--- src/rtl/pipelined_mult_ci_if.sv ---
// ============================================================================
// Module   : pipelined_mult_ci_if
// Brief    : Custom-instruction request/response bundle for pipelined_mult_ci.
// Revision : 1.0 - initial release
// ============================================================================
`default_nettype none

interface pipelined_mult_ci_if #(
  parameter int WIDTH = 32
);
  logic             clk_en;
  logic             start;
  logic [1:0]       n;
  logic [WIDTH-1:0] dataa;
  logic [WIDTH-1:0] datab;
  logic [WIDTH-1:0] result;
  logic             done;
  logic             busy;

  modport master (
    output clk_en, start, n, dataa, datab,
    input  result, done, busy
  );

  modport slave (
    input  clk_en, start, n, dataa, datab,
    output result, done, busy
  );
endinterface

`default_nettype wire

--- src/rtl/pipelined_mult_ci.sv ---
// ============================================================================
// Module   : pipelined_mult_ci
// Brief    : Iterative shift-add multiplier, BPC multiplier bits per cycle,
//            signed/unsigned with low/high product-half select.
// Revision : 1.0 - initial release
// ============================================================================
`default_nettype none

module pipelined_mult_ci #(
  parameter int WIDTH = 32,
  parameter int BPC   = 1
) (
  input  wire logic         clk,
  input  wire logic         reset_n,
  pipelined_mult_ci_if.slave bus
);

  localparam int              c_N    = WIDTH / BPC;
  localparam int              c_CW   = $clog2(c_N) + 1;
  localparam int              c_PW   = 2 * WIDTH;
  localparam logic [c_CW-1:0] c_LAST = c_CW'(c_N - 1);

  typedef enum logic [1:0] {
    IDLE = 2'd0,
    CALC = 2'd1,
    FIN  = 2'd2
  } state_t;

  state_t            r_state;
  state_t            w_state_nxt;
  logic [1:0]        r_mode;
  logic              r_neg;
  logic [c_PW-1:0]   r_mcand;
  logic [c_PW-1:0]   r_acc;
  logic [WIDTH-1:0]  r_mplier;
  logic [c_CW-1:0]   r_cnt;
  logic [WIDTH-1:0]  r_result;
  logic              r_done;
  logic              r_busy;

  logic              w_signed_in;
  logic [WIDTH-1:0]  w_mag_a;
  logic [WIDTH-1:0]  w_mag_b;
  logic [c_PW-1:0]   w_partial;
  logic [c_PW-1:0]   w_prod;

  // Magnitude of the most negative value wraps to itself, which is exactly
  // the right unsigned magnitude.
  assign w_signed_in = bus.n[1];
  assign w_mag_a     = (w_signed_in && bus.dataa[WIDTH-1]) ? -bus.dataa : bus.dataa;
  assign w_mag_b     = (w_signed_in && bus.datab[WIDTH-1]) ? -bus.datab : bus.datab;

  always_comb begin
    w_partial = '0;
    for (int b = 0; b < BPC; b++) begin
      if (r_mplier[b]) begin
        w_partial = w_partial + (r_mcand << b);
      end
    end
  end

  assign w_prod = r_neg ? -r_acc : r_acc;

  always_ff @(posedge clk or negedge reset_n) begin
    if (!reset_n) begin
      r_state <= IDLE;
    end else if (bus.clk_en) begin
      r_state <= w_state_nxt;
    end
  end

  always_comb begin
    w_state_nxt = r_state;
    case (r_state)
      IDLE:    if (bus.start) w_state_nxt = CALC;
      CALC:    if (r_cnt == c_LAST) w_state_nxt = FIN;
      FIN:     w_state_nxt = IDLE;
      default: w_state_nxt = IDLE;
    endcase
  end

  always_ff @(posedge clk or negedge reset_n) begin
    if (!reset_n) begin
      r_mode   <= '0;
      r_neg    <= 1'b0;
      r_mcand  <= '0;
      r_acc    <= '0;
      r_mplier <= '0;
      r_cnt    <= '0;
      r_result <= '0;
      r_done   <= 1'b0;
      r_busy   <= 1'b0;
    end else if (bus.clk_en) begin
      r_done <= 1'b0;
      case (r_state)
        IDLE: begin
          if (bus.start) begin
            r_mode   <= bus.n;
            r_mcand  <= {{WIDTH{1'b0}}, w_mag_a};
            r_mplier <= w_mag_b;
            r_neg    <= w_signed_in & (bus.dataa[WIDTH-1] ^ bus.datab[WIDTH-1]);
            r_acc    <= '0;
            r_cnt    <= '0;
            r_busy   <= 1'b1;
          end
        end
        CALC: begin
          // Multiplicand walks left while the multiplier walks right, so the
          // low BPC bits of r_mplier are always the current slice.
          r_acc    <= r_acc + w_partial;
          r_mcand  <= r_mcand << BPC;
          r_mplier <= r_mplier >> BPC;
          r_cnt    <= r_cnt + 1'b1;
        end
        FIN: begin
          r_result <= r_mode[0] ? w_prod[c_PW-1:WIDTH] : w_prod[WIDTH-1:0];
          r_done   <= 1'b1;
          r_busy   <= 1'b0;
        end
        default: ;
      endcase
    end
  end

  assign bus.result = r_result;
  assign bus.done   = r_done;
  assign bus.busy   = r_busy;

endmodule

`default_nettype wire

--- src/flat_wrapper.sv ---
// flat-port wrapper written by rule: the top's interface ports become plain ports
module pipelined_mult_ci_flat 
#(
  parameter int WIDTH = 32,
  parameter int BPC   = 1
)
  (clk, reset_n, bus_clk_en, bus_start, bus_n, bus_dataa, bus_datab, bus_result, bus_done, bus_busy);
  pipelined_mult_ci_if #(.WIDTH(WIDTH)) bus_i ();
  input  wire logic clk;
  input  wire logic reset_n;
  input wire logic [$bits(bus_i.clk_en)-1:0] bus_clk_en;
  input wire logic [$bits(bus_i.start)-1:0] bus_start;
  input wire logic [$bits(bus_i.n)-1:0] bus_n;
  input wire logic [$bits(bus_i.dataa)-1:0] bus_dataa;
  input wire logic [$bits(bus_i.datab)-1:0] bus_datab;
  output wire logic [$bits(bus_i.result)-1:0] bus_result;
  output wire logic [$bits(bus_i.done)-1:0] bus_done;
  output wire logic [$bits(bus_i.busy)-1:0] bus_busy;
  assign bus_i.clk_en = bus_clk_en;
  assign bus_i.start = bus_start;
  assign bus_i.n = bus_n;
  assign bus_i.dataa = bus_dataa;
  assign bus_i.datab = bus_datab;
  assign bus_result = bus_i.result;
  assign bus_done = bus_i.done;
  assign bus_busy = bus_i.busy;
  pipelined_mult_ci #(.WIDTH(WIDTH), .BPC(BPC)) u_core (.clk(clk), .reset_n(reset_n), .bus(bus_i));
endmodule
--- config.mk ---
export PLATFORM = sky130hd
export DESIGN_NAME = pipelined_mult_ci_flat
export DESIGN_NICKNAME = d
export VERILOG_FILES = /design/src/rtl/pipelined_mult_ci_if.sv /design/src/rtl/pipelined_mult_ci.sv /design/src/flat_wrapper.sv
export SDC_FILE = /design/constraint.sdc
export NUM_CORES = 1
export LEC_CHECK = 0
export BUFFER_PORTS_ARGS = -buffer_cell sky130_fd_sc_hd__buf_2
export CAP_MARGIN = 20
export CORE_MARGIN = 2
export CORE_UTILIZATION = 60
export CTS_BUF_LIST = sky130_fd_sc_hd__clkbuf_16
export DETAILED_ROUTE_END_ITERATION = 7
export GPL_TIMING_DRIVEN = 0
export PLACE_DENSITY_LB_ADDON = 0.12
export SLEW_MARGIN = 5
export SYNTH_ARGS = -nofsm -noshare
export SYNTH_HDL_FRONTEND = slang
export SYNTH_SLANG_ARGS = --single-unit
--- constraint.sdc ---
create_clock -name clk -period 4.25 [get_ports clk]
set_input_delay 0.425 -clock clk [delete_from_list [all_inputs] [get_ports clk]]
set_output_delay 0.425 -clock clk [all_outputs]
set_load 0.01 [all_outputs]
==> results of run 1 <==
[path summary, 6_finish.rpt]
path	from	endpoint	slack [ns]
min	bus_n[0]	u_core.r_mode[0]	0.16
max reg2reg	u_core.r_mplier[0]	u_core.r_acc[45]	0.16
max	u_core.r_mplier[0]	u_core.r_acc[45]	0.16
max in group asynchronous	reset_n	u_core.r_mcand[29]	2.79
min reg2reg	u_core.bus.result[21]	u_core.bus.result[21]	0.47
min in group asynchronous	reset_n	u_core.bus.result[16]	0.49
[timing repair]
item | CTS | global route
gates cloned | 0 | 0
endpoints found under the hold margin | 91 | 0
hold buffers | 1 | 0
endpoints found under the setup margin | 20 | 11
gates resized for setup | 6 | 7
buffers inserted | 0 | 0
[layout make-up]
| type | instances | share of cell area [%] |
|---|---|---|
| Antenna cell | 1 | 0.01492 |
| Buffer | 106 | 2.409 |
| Clock buffer | 24 | 3.580 |
| Clock inverter | 20 | 1.410 |
| Inverter | 37 | 0.8279 |
| Multi-Input combinational cell | 1518 | 55.54 |
| Sequential cell | 204 | 30.43 |
| Tap cell | 324 | 2.416 |
| Timing Repair Buffer | 105 | 3.371 |
[placed cells by master, fill, tap and decap left out, drive strengths merged, types with 5 or more instances in the layout]
cell type / Yosys / routed
o21a: 12 / 12
nor4: 17 / 17
o22ai: 8 / 8
clkinv: 0 / 8
clkbuf: 101 / 123
xor2: 90 / 90
or2: 11 / 11
ha: 67 / 67
dfrtp: 204 / 204
nor3: 32 / 32
and3: 8 / 8
nor2b: 8 / 8
a21oi: 192 / 192
nand2b: 12 / 12
a31oi: 12 / 12
a211oi: 5 / 5
o2111ai: 5 / 5
xnor2: 73 / 73
o41ai: 15 / 15
buf: 7 / 111
a21o: 29 / 29
o21ai: 241 / 241
bufinv: 0 / 5
and2: 68 / 68
a22o: 35 / 35
or3: 29 / 29
o31ai: 32 / 32
nand2: 253 / 253
o211ai: 10 / 10
inv: 37 / 44
o21bai: 10 / 10
nand3: 21 / 21
nor2: 121 / 121
o221ai: 11 / 11
or4: 18 / 18
nand4: 32 / 32
[worst max-delay path, delay by kind of cell, from the launching register on]
kind	cells	cell delay [ns]
AO/OA/AOI/OAI	5	1.30
adder cells (fa/ha/maj)	1	0.27
flip-flops	1	0.44
AND/OR/NAND/NOR	4	1.25
buffers and inverters	3	0.69
[logic make-up (layout without fill, tap and decap cells)]
kind of cell	Yosys count	count (layout)	synth area share [%]
DFF	204	204	34.25
and+or+nand+nor	644	644	20.78
buffers and inverters	145	292	3.677
AOI/OAI and AO/OA	641	641	25.74
muxes	2	2	0.2266
xor gates and xnor gates	163	163	9.578
other	0	1	0
adders and majority gates	68	68	5.758
[sequential cells by signal, summed over array words and instances (netlist names)]
name / cells
u_core.r_acc: 64
u_core.r_mcand: 64
u_core.bus.result: 32
u_core.r_mplier: 32
u_core.r_cnt: 6
u_core.r_state: 2
u_core.bus.busy: 1
u_core.bus.done: 1
u_core.r_mode: 1
u_core.r_neg: 1
[power breakdown]
part	internal (mW)	leakage, nW	switching, mW	total [mW]
clock	1.34	0.431	0.860	2.20
sequential	2.54	2.71	0.792	3.33
combinational	1.38	4.22	2.27	3.65
[stage by stage]
stage	cell area (µm²)	total power, mW	hold WS [ns]	TNS (ns)
6_report	16780	9.180	0.1594	0
5_1_grt	16770	9.739	0.1696	0
4_1_cts	16750	9.091	0.1406	0
3_5_place_dp	15870	6.876	0.4603	-4.773
3_3_place_gp	15820	6.758	0.4542	-129.04
2_1_floorplan	14910	5.659	0.1294	0
[per-layer routing]
metal / up-vias / wire length, µm / global-route usage (%)
met4: 0 / 1726 / 13.52
li1: 6981 / - / -
met1: 6861 / 19920 / 48.38
met5: - / 0 / 0
met3: 103 / 3780 / 4.494
met2: 688 / 20950 / 56.82
==> impl_metrics.py, run 1 <==
metrics = {
    "synth": {
        "synth.distinct_cells": 68,
        "yosysSeqAreaShare_pct": 34.25,
        "ys.flop_type": "dfrtp_1",
        "synth_fp_nets": 2005,
        "netlist_top_cells_area": "dfrtp_1 34%, o21ai_0 8.1%, a21oi_1 6.4%",
        "synth_cells": 1867,
        "yosys.cell_count.top_type": "nand2_1",
        "async_reset_ff_share_pct": 100.0,
        "synth-edff-count": 0,
        "ys_top_cells_by_count": "253 x nand2_1, 240 x o21ai_0, 204 x dfrtp_1, 192 x a21oi_1, 121 x nor2_1",
        "syn_avg_cell_area_um2": 7.984,
        "yosysTopAreaCell": "dfrtp_1",
        "yosysTopAreaCellShare_pct": 34.25,
        "ys_seq_elements": 204,
        "synth_warnings": 0,
        "syn_area_mm2": 0.01491,
    },
    "placed_design": {
        "dp.final_hpwl_um": 36330,
        "portBuffers": 102,
        "post-place-ws_ns": -0.7664,
        "dp_cells": 2295,
        "gp_congestion": 0.9814,
    },
    "worst_setup_path": {
        "crit_fanout": 10,
        "worstPathArrival_ns": 4.49,
        "cp_slowest_stage_delay_ns": 0.54,
        "worstPathRequired_ns": 4.66,
        "worstPathCellList": "clkbuf_2, clkbuf_1, and2_1, ha_1, clkbuf_1, and3_1, a31oi_1, or3b_2, a2111oi_4, o21ai_0, and2_1, o2111ai_1, o211ai_1",
        "cp_slowest_cell": "or3b_2",
        "worst_setup_path_end_kind": "flip-flop",
        "crit_type": "flip-flop to flip-flop",
        "crit_path_start_kind": "flip-flop",
        "reg2reg_depth": 13,
    },
    "power_and_ir_drop": {
        "vdd_drop_max_v": 0.0003325,
        "p_leak_nw": 7.353,
        "power_density_mw_per_mm2": 547.2,
    },
    "detailed_routing": {
        "ant_nets": 0,
        "viasPerCell": 6.256,
        "drt_iter0_drc": 1483,
        "routed_wl_um": 46370,
        "post-route-drc-count": 0,
        "vias": 14630,
        "firstDrtPassIters": 6,
        "routedWlPerCell_um": 19.83,
    },
    "hold_path": {
        "hold_path_depth": 3,
        "hold_path_class": "input pin to flip-flop",
    },
    "floorplanning": {
        "die_area_mm2": 0.02612,
        "fp-row-count": 57,
        "die_height_um": 161.6,
        "io_pins": 104,
        "die_x_um": 161.6,
        "core_area_mm2": 0.02432,
        "initial_core_util_pct": 61.29,
    },
    "global_routing": {
        "grt_max_degree": 114,
        "grt_pass1_vias": 13830,
        "grt_pass1_wl_um": 72810,
        "grt_antenna_before_repair": 2,
        "grt_util_all_layers_pct": 35.11,
        "grt.overflow.total": 0,
    },
    "timing": {
        "setup_viol_count_final": 0,
        "fin_crit_ns": 4.087,
        "tightest_slew_ns": 1.020,
        "timing.final.crit_share_pct": 96.15,
        "clock_skew_ns": 0.02812,
        "drv_slew": 0,
        "hold_violations": 0,
        "rsz0062_at_grt": "false",
        "slew_headroom_pct": 32.02,
        "setup_slack_ns": 0.1635,
        "fmax_mhz": 244.7,
    },
    "finish": {
        "syn_to_final_growth_pct": 12.55,
        "multi_input_area_mm2": 0.009318,
        "drive_gt1_share_pct": 8.788,
        "fin_util_pct": 68.98,
        "register_area_mm2": 0.005105,
        "fillers": 2044,
        "instances_no_fill": 2339,
        "num-nets-final": 2134,
    },
    "clocking": {
        "cts.clk_slew.worst_paths_ns": 0.06,
        "numCtsBuffers": 24,
        "htreeDepth": 1,
        "cts_root_buf": "clkbuf_16",
        "clk_path_buf_depth": 3,
        "cts_tree": "yes",
        "clk_latency_ns": 0.54,
        "clock-sinks": 204,
    },
    "flow_run": {
        "maxCapViolCount": 0,
    },
    "status": {
        "status": "finished clean",
    },
}
Power figures use the tool's default switching activity.
==> run 2: changes to the inputs <==
--- a/config.mk
+++ b/config.mk
@@ -13,6 +13,7 @@
 export DETAILED_ROUTE_END_ITERATION = 7
 export GPL_TIMING_DRIVEN = 0
 export PLACE_DENSITY_LB_ADDON = 0.12
+export REMOVE_ABC_BUFFERS = 1
 export SLEW_MARGIN = 5
 export SYNTH_ARGS = -nofsm -noshare
 export SYNTH_HDL_FRONTEND = slang
==> impl_metrics.py, run 2 (synthesized netlist as in run 1, its figures left out) <==
metrics = {
    "floorplanning": {
        "die_x_um": 161.6,
        "initial_core_util_pct": 61.29,
        "fp-row-count": 57,
        "die_height_um": 161.6,
        "io_pins": 104,
        "die_area_mm2": 0.02612,
        "core_area_mm2": 0.02432,
    },
    "finish": {
        "antennaDiodeCount": 0,
        "layout_commonest_cell": "nand2_1",
        "drive_gt1_share_pct": 9.802,
        "most-common-layout-cells": "252 x nand2_1, 240 x o21ai_0, 202 x dfrtp_1, 192 x a21oi_1, 119 x nor2_1",
        "syn_to_final_growth_pct": 11.00,
        "final_area_mm2": 0.01655,
        "reg.largest.list": "u_core.r_acc (64), u_core.r_mcand (64)",
        "num-nets-final": 2039,
    },
    "timing": {
        "hold_violations": 33,
        "slew_headroom_pct": 34.55,
        "setup_viol_count_final": 0,
        "drv_slew": 0,
        "rsz0062_at_grt": "false",
        "finalSetupTns_ns": 0,
        "hold_ws_ns": -0.05253,
        "fmax_mhz": 251.1,
        "clock_skew_ns": 0.01122,
        "timing.final.crit_share_pct": 93.69,
        "fin_crit_ns": 3.982,
        "tightest_slew_ns": 0.9794,
    },
    "detailed_routing": {
        "firstDrtPassIters": 5,
        "post-route-drc-count": 0,
        "vias": 13920,
        "routed_wl_um": 42480,
        "ant_nets": 0,
        "routedWlPerCell_um": 18.95,
        "viasPerCell": 6.207,
        "drt_iter0_drc": 1035,
    },
    "power_and_ir_drop": {
        "power_density_mw_per_mm2": 545.4,
        "p_leak_nw": 7.264,
        "vdd_drop_max_v": 0.0003082,
    },
    "clocking": {
        "cts_setup_buffers": 0,
        "clk_path_buf_depth": 3,
        "clk_latency_ns": 0.53,
        "cts.clk_slew.worst_paths_ns": 0.06,
        "cts_hold_buf": 0,
        "cts_root_buf": "clkbuf_16",
        "numCtsBuffers": 24,
        "htreeDepth": 1,
        "clock-sinks": 204,
        "cts_tree": "yes",
    },
    "placed_design": {
        "portBuffers": 103,
        "dpl-instance-area_mm2": 0.01569,
        "dp.final_hpwl_um": 32020,
        "gp_congestion": 0.9639,
    },
    "worst_setup_path": {
        "worstPathArrival_ns": 4.38,
        "crit_path_start_kind": "flip-flop",
        "cp_slowest_stage_delay_ns": 0.55,
        "worst_setup_path_end_kind": "flip-flop",
        "crit_family": "compound AO/OA/AOI/OAI gates",
        "worstPathCellList": "buf_12, and2_1, ha_1, o211ai_1, o21bai_1, a31oi_1, or3b_2, a2111oi_2, o21ai_0, and2_1, o2111ai_1, o211ai_1",
        "critPathBufInv": 1,
        "crit_type": "flip-flop to flip-flop",
        "cp_slowest_cell": "a2111oi_2",
        "worstPathRequired_ns": 4.65,
        "crit_fanout": 65,
    },
    "flow_run": {
        "maxCapViolCount": 0,
    },
    "global_routing": {
        "grt_util_all_layers_pct": 32.47,
        "grt_pass1_wl_um": 68720,
        "grt_antenna_before_repair": 1,
        "grt_max_degree": 112,
        "grt_pass1_vias": 13060,
        "grt.overflow.total": 0,
    },
    "hold_path": {
        "hold_path_class": "input pin to asynchronous set/reset pin",
    },
    "status": {
        "violations": "hold timing",
        "status": "finished with violations",
    },
}
-- run 2: cell count changes in the layout (fill, tap and decap cells not counted), sizes merged, moves of 2 or more --
cell / change
bufinv: -2
clkbuf: -98
inv: -5
clkinvlp: +4
buf: +5
-- run 2: final cells by class --
type                            instances  area [µm²]
Timing Repair Buffer                  116       790.8
Fill cell                            2056        7774
Multi-Input combinational cell       1518        9300
Inverter                               37       138.9
Tap cell                              324       405.4
Clock inverter                         18       177.7
Sequential cell                       204        5107
Clock buffer                           25       625.6
-- run 2: worst paths after layout --
kind	from	endpoint	slack, ns	depth (start not counted)
worst max register to register	u_core.r_mplier[0]	u_core.r_acc[45]	0.27	12
worst max-delay path	u_core.r_mplier[0]	u_core.r_acc[45]	0.27	12
min in group clk	bus_n[0]	u_core.r_mode[0]	0.13	3
worst min register to register	u_core.bus.busy	u_core.bus.busy	0.47	2
worst min-delay path	reset_n	u_core.bus.busy	-0.05	1
max in group asynchronous	reset_n	u_core.r_mplier[0]	3.31	2
-- run 2: layer usage --
| layer | vias up | part of all wire [%] | track usage, % | routed length (µm) |
|---|---|---|---|---|
| met5 | - | 0 | 0 | 0 |
| met4 | 0 | 3.2 | 10.14 | 1378 |
| met3 | 73 | 7.0 | 4.520 | 2973 |
| met2 | 470 | 44 | 51.50 | 18860 |
| met1 | 6593 | 45 | 46.35 | 19270 |
| li1 | 6781 | - | - | - |
-- run 2: report_power, final --
| group | internal, mW | total, mW | switching (mW) |
|---|---|---|---|
| combinational | 1.42 | 3.55 | 2.13 |
| sequential | 2.54 | 3.34 | 0.802 |
| clock | 1.25 | 2.13 | 0.882 |
| total | 5.21 | 9.02 | 3.81 |
-- run 2: timing repair --
action | CTS | global route
resized for setup | 2 | 3
pin swaps | 0 | 0
cloned | 0 | 0
endpoints found under the setup margin | 5 | 7
-- run 2: stage by stage --
| step | std cells | power [mW] | utilization [%] | setup WS, ns |
|---|---|---|---|---|
| 2_1_floorplan | 1759 | 5.613 | - | -3.717 |
| 3_3_place_gp | 2186 | 6.685 | 63.39 | -7.987 |
| 3_5_place_dp | 2198 | 6.825 | 64.52 | -0.07970 |
| 4_1_cts | 2241 | 8.977 | 67.86 | 0.07443 |
| 5_1_grt | 2242 | 9.626 | 68.04 | 0.09694 |
| 6_report | 2242 | 9.024 | 68.04 | 0.2682 |
-- run 2: worst register-to-register path, delay by kind of cell (launching register included) --
family / cells / cell delay [ns]
flip-flops: 1 / 0.42
buffers and inverters: 1 / 0.19
adder cells (fa/ha/maj): 1 / 0.38
AO/OA/AOI/OAI: 7 / 1.82
AND/OR/NAND/NOR: 3 / 1.04
